`src/rtl/tt_lock_detect.sv`:
```
// DPLL lock detector with hysteresis: counts clean/erroneous feedback periods. Latency: state moves on the edge that samples a period boundary.
// No backpressure; up/down pulses are consumed every cycle, and i_scan_en freezes all functional updates.
module tt_lock_detect #(
    parameter int LOCK_CNT   = 16,
    parameter int UNLOCK_CNT = 4,
    parameter int CNT_W      = 8
) (
    input  logic       i_clk_gen,
    input  logic       i_rst_n,
    input  logic       i_up,
    input  logic       i_down,
    input  logic       i_clk_div,
    input  logic       i_clear,
    output logic       o_locked,
    output logic       o_lock_lost,
    output logic [1:0] o_state,
    input  logic       i_scan_en,
    input  logic       i_scan_in,
    output logic       o_scan_out
);

    typedef enum logic [1:0] {
        UNLOCKED = 2'd0,
        ACQUIRE  = 2'd1,
        LOCKED   = 2'd2,
        SLIP     = 2'd3
    } state_t;

    localparam int               CHAIN_W   = 5 + 2 * CNT_W;
    localparam logic [CNT_W-1:0] GOOD_LAST = CNT_W'(LOCK_CNT - 1);
    localparam logic [CNT_W-1:0] BAD_LAST  = CNT_W'(UNLOCK_CNT - 1);
    localparam logic [CNT_W-1:0] CNT_ONE   = CNT_W'(1);

    state_t             state;
    state_t             state_nxt;
    logic [1:0]         state_raw;
    logic               div_q;
    logic               err_flag;
    logic               err_flag_nxt;
    logic               lost;
    logic               lost_nxt;
    logic               lost_set;
    logic [CNT_W-1:0]   good;
    logic [CNT_W-1:0]   good_nxt;
    logic [CNT_W-1:0]   bad;
    logic [CNT_W-1:0]   bad_nxt;
    logic               bnd;
    logic               err;
    logic [CHAIN_W-1:0] chain_shift;

    assign state_raw = state;

    // Rising edge of the divided clock marks the end of one feedback period.
    assign bnd = i_clk_div & ~div_q;
    // A pulse in the boundary cycle still belongs to the period that is ending.
    assign err = err_flag | i_up | i_down;

    assign err_flag_nxt = bnd ? 1'b0 : err;
    assign lost_nxt     = lost_set | (lost & ~i_clear);

    always_comb begin
        state_nxt = state;
        good_nxt  = good;
        bad_nxt   = bad;
        lost_set  = 1'b0;
        if (bnd) begin
            case (state)
                UNLOCKED: begin
                    if (err) begin
                        good_nxt = '0;
                    end else begin
                        state_nxt = ACQUIRE;
                        good_nxt  = CNT_ONE;
                    end
                end
                ACQUIRE: begin
                    if (err) begin
                        state_nxt = UNLOCKED;
                        good_nxt  = '0;
                    end else if (good == GOOD_LAST) begin
                        state_nxt = LOCKED;
                        good_nxt  = '0;
                    end else begin
                        good_nxt = good + CNT_ONE;
                    end
                end
                LOCKED: begin
                    if (err) begin
                        state_nxt = SLIP;
                        bad_nxt   = CNT_ONE;
                    end else begin
                        bad_nxt = '0;
                    end
                end
                SLIP: begin
                    if (!err) begin
                        state_nxt = LOCKED;
                        bad_nxt   = '0;
                    end else if (bad == BAD_LAST) begin
                        state_nxt = UNLOCKED;
                        bad_nxt   = '0;
                        lost_set  = 1'b1;
                    end else begin
                        bad_nxt = bad + CNT_ONE;
                    end
                end
                default: begin
                    state_nxt = UNLOCKED;
                end
            endcase
        end
    end

    // Chain image after one shift: bit 0 is the new div_q, top bit is the new lost.
    assign chain_shift = {bad, good, state_raw, err_flag, div_q, i_scan_in};

    always_ff @(posedge i_clk_gen or negedge i_rst_n) begin
        if (!i_rst_n) begin
            div_q    <= 1'b0;
            err_flag <= 1'b0;
            state    <= UNLOCKED;
            good     <= '0;
            bad      <= '0;
            lost     <= 1'b0;
        end else if (i_scan_en) begin
            div_q    <= chain_shift[0];
            err_flag <= chain_shift[1];
            state    <= state_t'(chain_shift[3:2]);
            good     <= chain_shift[4 +: CNT_W];
            bad      <= chain_shift[4 + CNT_W +: CNT_W];
            lost     <= chain_shift[CHAIN_W-1];
        end else begin
            div_q    <= i_clk_div;
            err_flag <= err_flag_nxt;
            state    <= state_nxt;
            good     <= good_nxt;
            bad      <= bad_nxt;
            lost     <= lost_nxt;
        end
    end

    assign o_locked    = state_raw[1];
    assign o_state     = state_raw;
    assign o_lock_lost = lost;
    assign o_scan_out  = lost;

endmodule

```
`config.mk`:
```
export PLATFORM = sky130hd
export DESIGN_NAME = tt_lock_detect
export DESIGN_NICKNAME = d
export VERILOG_FILES = /design/src/rtl/tt_lock_detect.sv
export SDC_FILE = /design/constraint.sdc
export NUM_CORES = 1
export LEC_CHECK = 0
export CELL_PAD_IN_SITES_DETAIL_PLACEMENT = 1
export CELL_PAD_IN_SITES_GLOBAL_PLACEMENT = 1
export CORE_AREA = 2 2 63 65
export CTS_BUF_LIST = sky130_fd_sc_hd__clkbuf_4 sky130_fd_sc_hd__clkbuf_8 sky130_fd_sc_hd__clkbuf_16
export CTS_CLUSTER_DIAMETER = 80
export CTS_CLUSTER_SIZE = 12
export DETAILED_ROUTE_END_ITERATION = 10
export DIE_AREA = 0 0 65 67
export GPL_ROUTABILITY_DRIVEN = 0
export PLACE_DENSITY = 0.84
export SLEW_MARGIN = 10
export SYNTH_ARGS = -nofsm -noshare
export SYNTH_HDL_FRONTEND = slang
export SYNTH_SLANG_ARGS = --single-unit
```
`constraint.sdc`:
```
create_clock -name i_clk_gen -period 2.1 [get_ports i_clk_gen]
set_clock_uncertainty 0.1 [all_clocks]
set_input_delay 0.21 -clock i_clk_gen [delete_from_list [all_inputs] [get_ports i_clk_gen]]
set_output_delay 0.21 -clock i_clk_gen [all_outputs]
set_load 0.02 [all_outputs]
```
# Yosys cells after proc, flatten, opt, wreduce, memory -nomap -nowiden
# Cells that the tools add are included.
# totals
regBits	21
latch_bits	0
mem_bits_rw	0
rom_bits	0
in_bits	8
out_inout_bits	5
word_cells	60
mem_count	0
# classes
n_addsub	2
mul	0
n_div	0
order_cmp	0
n_eq_ne	9
shifts	0
n_mux	29
bitwise	7
reduce_logical	7
# ops
cell	n
$mux 8	8
$pmux 8 s2	2
$add 8x1->8 const B	2
$mux 2	8
$mux 1	10
$eq 8x2->1 const B	1
$eq 8x4->1 const B	1
$ne 4x4->1 const B	2
$pmux 2 s4	1
$ne 3x3->1 const B	2
$reduce_bool 3->1	2
$reduce_and 5->1	1
$eq 2x2->1 const B	2
$reduce_and 2->1	2
$or 1x1->1	3
$and 1x1->1	2
$eq 2x1->1 const B	1
$logic_not 2->1	1
$not 1->1	2
$reduce_bool 2->1	1

# Depth between registers and ports, before layout
# depth
depth_word	7
depth_mapped	7
depth_no_buf	6

# Least setup slack after synthesis
# Ideal clock, no wire load.
# synth_path
kind	reg-to-reg
from	reg good[0]
to	reg good[5]
setup_time_ns	0.078
arrival_ns	1.775
t_required_ns	1.922
slack_ns	0.147
stages_incl_launch_ff	8
path_buffers	1
period_less_slack_ns	1.953
path_cell_list	dfrtp_1 -> ha_1 -> and3_2 -> and2_1 -> nand2b_2 -> buf_6 -> o41a_1 -> o2bb2ai_1
# synth_between
elab_chain_len	6
elab_cells_between_ends	7
cone_classes	1 x add/sub; 1 x eq/ne; 5 x mux
# synth_rtl
item	line_no	text
from (decl)	43	logic [CNT_W-1:0] good;
from (signal assigned)	129	good <= chain_shift[4 +: CNT_W];
from (signal assigned)	136	good <= good_nxt;
$add 8x1->8 / $eq 8x4->1 (equally long branches)	84, 80	
$mux 8 *	80	end else if (good == GOOD_LAST) begin
$mux 8 *	77	if (err) begin
$pmux 8 s2 *	67	case (state)
$mux 8 *	66	if (bnd) begin
$mux 8 *	125	end else if (i_scan_en) begin
# Mark *: on every way between the ends. The rest lies on a longest branch, timed or not. The select of a mux whose other input is x is not followed.
# A chain may end at the register's enable or synchronous reset.

# Worst setup path after layout
# layout_path
from	reg bad[4]
to	reg state[0], in the netlist o_state[0]
# layout_between
elab_chain_len	3
# layout_rtl
item	line_no	text
from (decl)	45	logic [CNT_W-1:0] bad;
from (signal assigned)	130	bad <= chain_shift[4 + CNT_W +: CNT_W];
from (signal assigned)	137	bad <= bad_nxt;
$eq 8x2->1	99	end else if (bad == BAD_LAST) begin
$ne 4x4->1 (no line)	n/a	
$reduce_and 5->1 (no line)	n/a	
to (signal assigned)	128	state <= state_t'(chain_shift[3:2]);
to (signal assigned)	135	state <= state_nxt;
to (decl)	34	state_t state;
# Every way passes these cells.

==> impl_metrics.ini <==
[status]
status = finished, final reports clean

[layout]
final_layout_size_suffix_gt1_frac = 0.209
fin_cells = 235
n_fill_cell = 431
finalNetCount = 199
antenna_cells = 0
syn2layout_area_growth_pct = 23.7

[worst_setup_path]
r2r-start = bad[4]$_DFFE_PN0P_
r2r_end = o_state[0]$_DFFE_PN0P_
cp_top_family = simple AND/OR/NAND/NOR gates
start_kind = register
worstPathMaxFanout = 5
path_class = reg2reg
critical_path_depth = 6
r2r_cells = 6
r2r_slack_ns = 0.05
crit_chain = or4_4, nor3_4, buf_4, o211a_1, o211ai_1, a22o_1
cp-end-kind = register
critPathBufInv = 1
cpMaxStageDelayCell = or4_4
critPathRequiredTime_ns = 2.15
critPathMaxStageDelay_ns = 0.54
crit_arrival_ns = 2.10

[synthesis]
synth-edff-count = 0
synth_top_area_frac = 0.376
synth_area_leaders = dfrtp_1 (38%), o21ai_0 (5.7%), nand2_1 (4.0%), a21oi_1 (3.9%), buf_6 (3.2%)
synth.avg_cell_area_um2 = 8.84
synthFlopType = dfrtp_1
yosysMostFrequentCell = dfrtp_1
syn_nets = 169
async_flop_share = 1.00
ys_seq_elements = 21
synth_area_leader_cell = dfrtp_1
synth_seq_area_share = 0.376
synth_top_cells_by_count = dfrtp_1 (21), o21ai_0 (16), nand2_1 (15)
yosys_warnings = 0
syn_inst = 158
syn-cell-area_um2 = 1400
synth_cell_types = 45

[route]
drc = 0
drt_pre_antenna_iters = 4
vias_per_cell = 5.77
vias = 1355
drtIter0Drc = 122
routed_wl_um = 4000
wire_per_inst_um = 17.0
drtAntennaViolNets = 0

[power]
p_comb_frac = 0.388
total_power_mw = 1.35
clock_power_share = 0.210
leakagePower_nw = 0.713
seq_power_share = 0.401
p_per_area_nw_per_um2 = 783
vdd_drop_max_mv = 0.487
p_sw_uw = 491
switching_share = 0.363
p_int_uw = 861

[floorplanning]
dieArea_um2 = 4360
core_um2 = 3610
row_count = 22
die_x_um = 65
die_y_um = 67
pin_count = 13
initial_utilization = 0.387

[global_routing]
grt_overflow = 0
grt_pass1_vias = 1428
use_met3 = 0.0355
use_met2 = 0.379
grt_antenna_before_repair = 0
grt_first_pass_wirelength_um = 6800
met1_usage = 0.239
track_usage = 0.200
busiest_layer = met2
grt_max_degree = 23

[sta]
hold_viol_final = 0
period_share = 0.976
setup_viol = 0
layout_min_cycle_time_ns = 2.05
slew_headroom = 0.721
worst_pin_slew_ns = 0.418
maxSlewViolCount = 0
fmax_ghz = 0.488

[clock_tree]
h-tree-depth = 1
holdBufCountCts = 0
numCtsBuffers = 3
cts_tree = done
clockBufferDepth = 2
cts.clk_slew.worst_paths_ns = 0.08
cts_root_buf = clkbuf_8
cts.sinks = 21
clkLatencyLatePin_ns = 0.26

[worst_hold_path]
hp-class = in2async

[placement]
place_hpwl_um = 2860
place_inst = 227
io_buffer_count = 12

[run]
cap_viol_max_count = 0
==> what timing repair did <==
item | CTS | global route
resized for setup | 0 | 2
endpoints found under the setup margin | 0 | 5
setup buffers | 0 | 4
==> state kept, by name, summed over array words and instances, names as in the netlist, named ones only <==
register,cells
err_flag,1
o_lock_lost,1
bad,8
good,8
o_state,1
div_q,1
==> worst max path at each step <==
stage	startpoint	end	slack, ns
final	bad[4]$_DFFE_PN0P_	o_state[0]$_DFFE_PN0P_	0.05
after global routing	bad[4]$_DFFE_PN0P_	o_state[0]$_DFFE_PN0P_	-0.006
after CTS	bad[4]$_DFFE_PN0P_	register	0.008
after detailed placement	i_up	good[6]$_DFFE_PN0P_	-0.009
after global placement	i_up	good[5]$_DFFE_PN0P_	0.06
after floorplan	good[0]$_DFFE_PN0P_	good[5]$_DFFE_PN0P_	0.15
==> logic make-up after synthesis <==
family,count (synthesis),share of synthesized area
compound gates,57,0.275
fa+ha+maj,3,0.0269
buf+inv,16,0.0726
flops,21,0.376
mux,1,0.00806
simple gates,60,0.241
==> metrics by stage <==
step	util	TNS [ns]	cell area [µm²]	hold slack (ns)	setup WS (ns)
floorplan	-	0	1400	-0.186	0.147
global placement	0.455	0	1640	0.434	0.0566
detailed placement	0.455	-0.00949	1640	0.469	-0.00949
CTS	0.468	0	1690	0.204	0.00777
global route	0.479	-0.00587	1730	0.205	-0.00587
finish	0.479	0	1730	0.191	0.0511
==> per-layer routing <==
layer / vias up / part of all wire
li1: 648 / -
met1: 685 / 0.44
met2: 18 / 0.53
met3: 4 / 0.023
met4: 0 / 0.0052
met5: - / 0
==> cell type report <==
type / instances / area, µm² / area share
timing repair buffer: 35 / 293 / 0.170
inverter: 6 / 22.5 / 0.0130
clock buffer: 4 / 48.8 / 0.0283
tap: 48 / 60.1 / 0.0348
sequential: 21 / 526 / 0.304
multi-input combinational: 121 / 777 / 0.450
==> cells in the final DEF, fill, tap and decap left out, types with 2 or more instances in the layout <==
cell type	n
inv_1	6
a32o_1	3
o211ai_1	2
and3_1	3
nor4_1	2
a41oi_1	2
clkbuf_8	3
clkdlybuf4s50_1	12
nor3_4	2
o22ai_1	4
nand2b_1	3
dfrtp_1	21
buf_4	23
ha_1	3
a22o_1	4
a21oi_1	11
nand3_1	7
o21ai_0	15
or3_1	2
nor3_1	2
nand2_1	15
nor2_1	12
o31ai_1	4
a22oi_1	3
==> power by group through the flow <==
stage	combinational [mW]	sequential (mW)	clock (mW)
2_1_floorplan	0.277	0.568	0
3_3_place_gp	0.467	0.543	0
3_5_place_dp	0.493	0.551	0
4_1_cts	0.497	0.544	0.292
5_1_grt	0.577	0.554	0.309
6_report	0.525	0.542	0.284
(Power assumes the default switching activity.)
